### src/rtl/rv32i_mem_arbiter.sv
// Unified-memory arbiter for the 3-stage RV32I core: LSU has priority over fetch,
// one outstanding transaction, store lane steering, load extraction and a response timeout.
module rv32i_mem_arbiter #(
  parameter int ADDR_W  = 32,
  parameter int TIMEOUT = 64,
  parameter int CNT_W   = 7
) (
  input  logic              clk,
  input  logic              rst,
  input  logic              if_req,
  input  logic [ADDR_W-1:0] if_addr,
  output logic              if_gnt,
  output logic              if_rvalid,
  output logic [31:0]       if_rdata,
  output logic              if_err,
  input  logic              lsu_req,
  input  logic              lsu_we,
  input  logic [2:0]        lsu_funct3,
  input  logic [ADDR_W-1:0] lsu_addr,
  input  logic [31:0]       lsu_wdata,
  output logic              lsu_gnt,
  output logic              lsu_rvalid,
  output logic [31:0]       lsu_rdata,
  output logic              lsu_err,
  output logic              mem_req,
  output logic              mem_we,
  output logic [3:0]        mem_be,
  output logic [ADDR_W-1:0] mem_addr,
  output logic [31:0]       mem_wdata,
  input  logic              mem_gnt,
  input  logic              mem_rvalid,
  input  logic [31:0]       mem_rdata
);

  // state    | meaning
  // IDLE     | arbitrate; drive memory request from the winner
  // WAIT_IF  | fetch granted, waiting for instruction word or timeout
  // WAIT_LSU | load/store granted, waiting for data/ack or timeout
  typedef enum logic [1:0] {IDLE, WAIT_IF, WAIT_LSU} state_t;

  localparam logic [CNT_W-1:0] TO_LAST = CNT_W'(TIMEOUT - 1);

  state_t           state, state_nx;
  logic [CNT_W-1:0] cnt, cnt_nx;
  logic             grant_lsu;
  logic             lat_we;
  logic [2:0]       lat_funct3;
  logic [1:0]       lat_off;

  logic             lsu_misalign, lsu_illegal;
  logic [1:0]       lsu_off;
  logic [3:0]       st_be;
  logic [31:0]      st_wdata;
  logic [7:0]       ld_byte;
  logic [15:0]      ld_half;
  logic [31:0]      ld_data;

  assign lsu_off = lsu_addr[1:0];

  always_comb begin
    lsu_misalign = 1'b0;
    lsu_illegal  = 1'b0;
    case (lsu_funct3[1:0])
      2'b01:   lsu_misalign = lsu_off[0];
      2'b10:   lsu_misalign = (lsu_off != 2'b00);
      default: lsu_misalign = 1'b0;
    endcase
    if (lsu_we) lsu_illegal = (lsu_funct3 >= 3'd3);
    else        lsu_illegal = (lsu_funct3 == 3'd3) || (lsu_funct3 == 3'd6) || (lsu_funct3 == 3'd7);
  end

  // Store data is replicated across lanes so the memory only needs byte enables.
  always_comb begin
    st_be    = 4'hF;
    st_wdata = lsu_wdata;
    case (lsu_funct3[1:0])
      2'b00: begin
        st_be    = 4'b0001 << lsu_off;
        st_wdata = {4{lsu_wdata[7:0]}};
      end
      2'b01: begin
        st_be    = 4'b0011 << lsu_off;
        st_wdata = {2{lsu_wdata[15:0]}};
      end
      default: begin
        st_be    = 4'hF;
        st_wdata = lsu_wdata;
      end
    endcase
  end

  always_comb begin
    ld_byte = mem_rdata[{lat_off, 3'b000} +: 8];
    ld_half = lat_off[1] ? mem_rdata[31:16] : mem_rdata[15:0];
    case (lat_funct3)
      3'd0:    ld_data = {{24{ld_byte[7]}}, ld_byte};
      3'd4:    ld_data = {24'h0, ld_byte};
      3'd1:    ld_data = {{16{ld_half[15]}}, ld_half};
      3'd5:    ld_data = {16'h0, ld_half};
      default: ld_data = mem_rdata;
    endcase
  end

  always_comb begin
    state_nx   = state;
    cnt_nx     = cnt;
    grant_lsu  = 1'b0;
    if_gnt     = 1'b0;
    if_rvalid  = 1'b0;
    if_rdata   = '0;
    if_err     = 1'b0;
    lsu_gnt    = 1'b0;
    lsu_rvalid = 1'b0;
    lsu_rdata  = '0;
    lsu_err    = 1'b0;
    mem_req    = 1'b0;
    mem_we     = 1'b0;
    mem_be     = 4'h0;
    mem_addr   = '0;
    mem_wdata  = '0;
    // Outputs are held quiet while reset is asserted, even in IDLE with live requests.
    if (!rst) begin
      case (state)
        IDLE: begin
          cnt_nx = '0;
          if (lsu_req) begin
            if (lsu_misalign || lsu_illegal) begin
              lsu_gnt = 1'b1;
              lsu_err = 1'b1;
            end else begin
              mem_req   = 1'b1;
              mem_we    = lsu_we;
              mem_be    = lsu_we ? st_be : 4'hF;
              mem_addr  = {lsu_addr[ADDR_W-1:2], 2'b00};
              mem_wdata = lsu_we ? st_wdata : 32'h0;
              if (mem_gnt) begin
                lsu_gnt   = 1'b1;
                grant_lsu = 1'b1;
                state_nx  = WAIT_LSU;
              end
            end
          end else if (if_req) begin
            if (if_addr[1:0] != 2'b00) begin
              if_gnt = 1'b1;
              if_err = 1'b1;
            end else begin
              mem_req  = 1'b1;
              mem_be   = 4'hF;
              mem_addr = {if_addr[ADDR_W-1:2], 2'b00};
              if (mem_gnt) begin
                if_gnt   = 1'b1;
                state_nx = WAIT_IF;
              end
            end
          end
        end
        WAIT_IF: begin
          cnt_nx = cnt + CNT_W'(1);
          if (mem_rvalid) begin
            if_rvalid = 1'b1;
            if_rdata  = mem_rdata;
            state_nx  = IDLE;
          end else if (cnt == TO_LAST) begin
            if_err   = 1'b1;
            state_nx = IDLE;
          end
        end
        WAIT_LSU: begin
          cnt_nx = cnt + CNT_W'(1);
          if (mem_rvalid) begin
            lsu_rvalid = 1'b1;
            lsu_rdata  = lat_we ? 32'h0 : ld_data;
            state_nx   = IDLE;
          end else if (cnt == TO_LAST) begin
            lsu_err  = 1'b1;
            state_nx = IDLE;
          end
        end
        default: state_nx = IDLE;
      endcase
    end
  end

  always_ff @(posedge clk) begin
    if (rst) begin
      state      <= IDLE;
      cnt        <= '0;
      lat_we     <= 1'b0;
      lat_funct3 <= 3'd0;
      lat_off    <= 2'b00;
    end else begin
      state <= state_nx;
      cnt   <= cnt_nx;
      if (grant_lsu) begin
        lat_we     <= lsu_we;
        lat_funct3 <= lsu_funct3;
        lat_off    <= lsu_off;
      end
    end
  end

endmodule

### config.mk
export PLATFORM = sky130hd
export DESIGN_NAME = rv32i_mem_arbiter
export DESIGN_NICKNAME = d
export VERILOG_FILES = /design/src/rtl/rv32i_mem_arbiter.sv
export SDC_FILE = /design/constraint.sdc
export NUM_CORES = 1
export LEC_CHECK = 0
export BUFFER_PORTS_ARGS = -buffer_cell sky130_fd_sc_hd__buf_2
export CAP_MARGIN = 20
export CORE_ASPECT_RATIO = 0.6
export CORE_MARGIN = 8
export CORE_UTILIZATION = 39
export CTS_CLUSTER_SIZE = 16
export DETAILED_ROUTE_END_ITERATION = 7
export PLACE_DENSITY = 0.84
export SYNTH_ARGS = -nofsm -noshare
export SYNTH_HDL_FRONTEND = slang
export SYNTH_SLANG_ARGS = --single-unit
### constraint.sdc
create_clock -name clk -period 2.4 [get_ports clk]
set_input_delay 0.36 -clock clk [delete_from_list [all_inputs] [get_ports clk]]
set_output_delay 0.36 -clock clk [all_outputs]
set_load 0.02 [all_outputs]
Yosys cells after proc, flatten, opt, wreduce, memory -nomap -nowiden
Cells that the tools add are included.

word-level totals
  flip-flop bits (word level) = 15
  bits in latches = 0
  memory bits (writable) = 0
  ROM bits = 0
  output and inout bits = 140
  memories kept = 0

operators by class
  add/sub/neg operators = 1
  multiply operators = 0
  div/mod/pow operators = 0
  magnitude comparators = 1
  eq/ne operators = 16
  shift operators = 3
  multiplexer cells = 81
  bitwise operators = 0
  reductions and logical operators = 11

operators with widths
  operator             count
  $mux 32              18
  $pmux 32 s4          1
  $pmux 32 s2          1
  $mux 1               39
  $shiftx 32x6->8      1
  $mux 4               7
  $mux 16              1
  $mux 2               8
  $pmux 7 s2           1
  $eq 3x3->1 const B   4
  $ne 3x3->1 const B   3
  $pmux 4 s2           1
  $add 7x1->7 const B  1
  $eq 7x6->1 const B   1
  $pmux 1 s2           3
  $reduce_bool 2->1    3
  $reduce_and 5->1     1
  $eq 2x1->1 const B   2
  $eq 2x2->1 const B   2
  $logic_not 2->1      2
  $pmux 2 s2           1
  $shl 1x2->4 const A  1
  $shl 2x2->4 const A  1
  $eq 3x1->1 const B   1
  7 further kinds      9

Longest topological paths before layout
  depth in word-level cells = 9
  gate-level depth with buffers = 8
  depth with buffers taken out = 7

Least setup slack after synthesis
Ideal clock, no wire load.

  path type = input port to output port
  from = input rst
  to = output lsu_rdata[1]
  arrival = 2093 ps
  required time = 2040 ps
  setup slack = -53 ps
  cell stages on the path = 4
  buffers on the path = 1
  cells stage by stage = buf_2 and3b_1 nand2b_1 a2111oi_0

on the way
  word-level cells in the longest chain between the ends = 1

ends and longest elaborated chain
  element      line  text
  from (decl)  9     input logic rst,
  $mux 32      122   if (!rst) begin
  to (decl)    23    output logic [31:0] lsu_rdata,

Every way passes these cells.

Worst setup path in the final report
  from = input lsu_funct3[0]
  to = output mem_wdata[22]

on the way
  word-level cells in the longest chain between the ends = 9

ends and longest elaborated chain
  element                                             line  text
  from (decl)                                         18    input logic [2:0] lsu_funct3,
  branches (longest 5 deep; another with $ge 3x2->1)  n/a
  $mux 32 *                                           127   if (lsu_misalign || lsu_illegal) begin
  $mux 32 *                                           126   if (lsu_req) begin
  $mux 32 *                                           123   case (state)
  $mux 32 *                                           122
  to (decl)                                           29    output logic [31:0] mem_wdata,

Mark *: on every way between the ends.

==> summary by stage <==
STA
For the finished layout, the period the worst path requires is 2.36 ns. The final-report max-slew violation count was 0. For this run, the top clock speed supported by timing is 0.423 GHz. Dividing the final minimum period by the clock period gives 0.985.

The worst max-slew margin expressed relative to the limit is 0.653. Summed over all failing endpoints, the final setup total negative slack is 0 ns. The least setup slack across all paths after layout is 0.0354 ns. The total setup violations reported at the end of the flow is 0. The slew at the pin closest to its max-slew limit is 0.515 ns. The total count of hold-check failures in the final report is 0.

The largest clock skew in the final design is 0.000842 ns.

Route
The average vias per placed instance is 5.44. The pre-antenna-repair detailed-routing pass consisted of 6 iterations. The final layout contains routed wiring with a total length of 14700 um. The met2 layer wire length in the routed design is 7470 um. The routed via count is 4747. In the final routed layout, each cell accounts on average for 16.9 um.

The detailed-route wire length on metal 1 is 5750 um. The count of routing violations after the opening detailed-route iteration is 397. The remaining routing DRC violations is 0. The routed design uses 1180 um of met3 wire. In this run the top signal layer used is met4. The number of nets still failing antenna checks after routing is 0.

GRT
The via count of the first global-routing pass is 4592. The global-route wire length before repair is 22000 um. For this run, the total global-route usage over all layers was measured as 0.236. Entering global routing, the biggest net connects 34 pins. The remaining global-route overflow is 0. The initial antenna violation count came to 1.

Place
In this run, placement finished with an instance count of 856. Detailed placement finished with a half-perimeter wire length of 11800 um. The global placement routability congestion is 0.900.

In this run the cell area measured after placement is 4550 um2. The number of buffers inserted by port buffering is 275. OpenSTA, run right after detailed placement, puts the worst setup slack at -0.00169 ns.

Power and ir drop
For this design the static power due to leakage is 2.51 nW. The power per unit of standard cell area is 263 nW/um2. The maximum ir drop on the vdd rail is 0.253 mV.

Logic synthesis
The area share of the largest cell type after synthesis is 0.123. The number of enable-type register cells in the synthesized netlist is 0. The most used flip-flop cell after synthesis is sky130_fd_sc_hd__dfxtp_1. Sorting the synthesized cells by area gives the leading types as sky130_fd_sc_hd__nand2_1 (12%), sky130_fd_sc_hd__dfxtp_1 (9.8%), sky130_fd_sc_hd__and2_1 (8.8%). The largest total area in the synthesized netlist belongs to sky130_fd_sc_hd__nand2_1.

Synthesis produced a netlist whose cell count is 493. Dividing the synthesized area by the synthesized cell count gives 6.20 um2. The number of warnings issued by yosys is 0. The synthesized netlist contains 56 unique library cells.

The synthesized area is 3060 um2. For this run, asynchronously set or reset flops after synthesis account for 0. The count of state elements after synthesis is 15. The sequential element share of the synthesized area is 0.0983.

Floorplan
The count of pins on the block boundary is 278. The total area inside the core boundary comes to 7730 um2. The die height is 84.6 um. The effective utilization at floorplan is 0.395. In this run the horizontal extent of the chip is 130 um.

The row count is 25. The area of the die is 11000 um2.

Critical path
On the critical path, the stage with the largest delay is an instance of sky130_fd_sc_hd__o211ai_1. Walking the worst path, the cells encountered are buf_2 -> inv_1 -> ha_2 -> o211ai_1 -> and3_4 -> nand3_4 -> buf_6 -> a21oi_1 -> buf_2. For the worst setup path, the data arrival time is 2.00 ns.

The dominant cell type by count on the critical path is sky130_fd_sc_hd__buf_2. The critical path is of the primary input to output port type. The largest fanout on the critical path is 7. Data on the critical path is required at its endpoint by 2.04 ns. The kind of end point of the critical path is an output port. The largest single stage delay on the critical path is 0.30 ns.

The worst setup path is launched from a primary input.

Final layout
The layout overhead on the synthesized area is 59.6%. Of the cells placed in the final design, the portion with a size suffix greater than 1 is 0.463. At the end of the flow the core is filled with cells to 0.631. After the last flow step, the layout net total stands at 911. The number of standard cells in the final layout excluding fillers is 872. The finished cells cover 4880 um2.

CTS
The number of CTS-inserted buffers is 3. The level count of the clock H-tree is 1. For this design, the sink count on the clock tree is 15. The maximum clock path buffer count is 2. The clock network latency to the later pin of the worst-skew pair is 0.24 ns. The clock input transition at the sequential cells of the worst setup and hold paths is 0.05 ns.

The root buffer cell is sky130_fd_sc_hd__clkbuf_16. The TritonCTS clock tree is built.

Status
The flow ran to the end, and the final reports show no timing, DRC or antenna violations.

Worst hold path
The worst hold path belongs to the class primary input to flop.

Job
Max-cap violations in this run came to 0.
critical path: cells and delay by family:
family / cells / cell delay, ns
buf+inv: 4 / 0.58
compound gates: 2 / 0.43
simple gates: 2 / 0.43
fa+ha+maj: 1 / 0.20
placed cells by master (no fill, tap or decap), types with 2 or more instances in the layout:
master	instances
sky130_fd_sc_hd__buf_2	262
sky130_fd_sc_hd__nand2_1	100
sky130_fd_sc_hd__and2_1	42
sky130_fd_sc_hd__a21oi_1	42
sky130_fd_sc_hd__buf_4	38
sky130_fd_sc_hd__nand4_1	33
sky130_fd_sc_hd__nor3_1	24
sky130_fd_sc_hd__nor2_1	23
sky130_fd_sc_hd__nor2b_1	21
sky130_fd_sc_hd__o21ai_0	17
sky130_fd_sc_hd__a21oi_2	15
sky130_fd_sc_hd__inv_1	13
sky130_fd_sc_hd__dfxtp_1	13
sky130_fd_sc_hd__nand3_1	12
sky130_fd_sc_hd__a221oi_1	8
sky130_fd_sc_hd__ha_1	7
sky130_fd_sc_hd__o22ai_1	6
sky130_fd_sc_hd__clkbuf_16	6
sky130_fd_sc_hd__a31oi_1	5
sky130_fd_sc_hd__xor2_1	5
sky130_fd_sc_hd__nand2b_1	4
sky130_fd_sc_hd__mux2i_1	4
sky130_fd_sc_hd__a31oi_4	4
sky130_fd_sc_hd__nand3b_1	3
sky130_fd_sc_hd__inv_2	3
sky130_fd_sc_hd__a211oi_1	3
sky130_fd_sc_hd__buf_6	3
sky130_fd_sc_hd__buf_12	3
sky130_fd_sc_hd__and3b_1	2
sky130_fd_sc_hd__mux2_2	2
sky130_fd_sc_hd__or2_2	2
sky130_fd_sc_hd__and3b_2	2
sky130_fd_sc_hd__o21bai_1	2
sky130_fd_sc_hd__o21a_1	2
sky130_fd_sc_hd__and4_1	2
sky130_fd_sc_hd__conb_1	2
sky130_fd_sc_hd__dfxtp_2	2
worst paths after layout:
kind / start / end / slack [ns] / cells after the start
setup / recovery: lsu_funct3[0] / mem_wdata[22] / 0.04 / 9
hold / removal: rst / state[0] / 0.37 / 2
setup reg to reg: state[1] / state[0] / 0.86 / 6
hold reg to reg: lat_we / lat_we / 0.48 / 2
cell type report:
class / instances / area (um2)
diodes: 1 / 2.50
clock buffers: 4 / 78.8
fillers: 694 / 2850
inverters: 16 / 60.1
multi-input cells: 419 / 2530
flip-flops and latches: 15 / 303
well taps: 108 / 135
repair buffers: 309 / 1770
sequential cells by signal, summed over array words and instances (netlist names):
name and cells:
lat_off 2, lat_we 1, state 2, lat_funct3 3, cnt 7
synth_stat cells (2+ instances only):
library cell and instances:
sky130_fd_sc_hd__ha_1 9, sky130_fd_sc_hd__clkbuf_1 19, sky130_fd_sc_hd__nor3_1 24, sky130_fd_sc_hd__dfxtp_1 15, sky130_fd_sc_hd__and2_1 43, sky130_fd_sc_hd__mux2_2 2, sky130_fd_sc_hd__o22ai_1 6, sky130_fd_sc_hd__nor2_1 23
sky130_fd_sc_hd__nand2b_1 4, sky130_fd_sc_hd__o21ai_0 17, sky130_fd_sc_hd__a211oi_1 3, sky130_fd_sc_hd__a21oi_1 50, sky130_fd_sc_hd__a21oi_2 7, sky130_fd_sc_hd__nor3b_1 2, sky130_fd_sc_hd__o21bai_1 2, sky130_fd_sc_hd__nand3b_1 3
sky130_fd_sc_hd__a221oi_1 8, sky130_fd_sc_hd__inv_1 15, sky130_fd_sc_hd__o21a_1 2, sky130_fd_sc_hd__nor2b_1 21, sky130_fd_sc_hd__and4_1 2, sky130_fd_sc_hd__xor2_1 5, sky130_fd_sc_hd__and3b_1 3, sky130_fd_sc_hd__nand2_1 100
sky130_fd_sc_hd__or2_2 2, sky130_fd_sc_hd__nand3_1 12, sky130_fd_sc_hd__nand4_1 33, sky130_fd_sc_hd__a31oi_4 4, sky130_fd_sc_hd__buf_6 3, sky130_fd_sc_hd__buf_2 15, sky130_fd_sc_hd__a31oi_1 6, sky130_fd_sc_hd__mux2i_1 4
sky130_fd_sc_hd__buf_4 6
where the power goes:
group          switching (W)  leakage, nW  internal (W)
combinational       0.000406         2.35      0.000288
clock              0.0000977       0.0382      0.000225
sequential        0.00000890        0.122      0.000256
total               0.000513         2.51      0.000769
routing by layer:
metal  vias to the layer above  GRT usage
met4                         0     0.0577
li1                       2277          -
met2                       256      0.427
met1                      2186      0.278
met3                        28     0.0436
met5                         -          0
logic make-up after synthesis:
| kind of cell | after synthesis | synth area share |
|---|---|---|
| fa+ha+maj | 9 | 0.0369 |
| other cells | 1 | 0.00123 |
| mux | 7 | 0.0278 |
| compound gates | 116 | 0.252 |
| flops | 15 | 0.0983 |
| simple gates | 279 | 0.472 |
| xor+xnor | 6 | 0.0172 |
| buf+inv | 60 | 0.0946 |
repair_timing:
item,4_1_cts,5_1_grt
hold buffers,0,0
cloned,0,3
pin swaps,0,5
endpoints found under the setup margin,26,61
setup buffers,0,8
resized for setup,8,29
metrics by stage:
step	total power, W	hold WS, ns
6_report	0.00128	0.370
5_1_grt	0.00135	0.381
3_5_place_dp	0.000892	0.472
2_1_floorplan	0.000626	0.448
3_3_place_gp	0.000876	0.473
4_1_cts	0.00123	0.367
(Power assumes the default switching activity.)
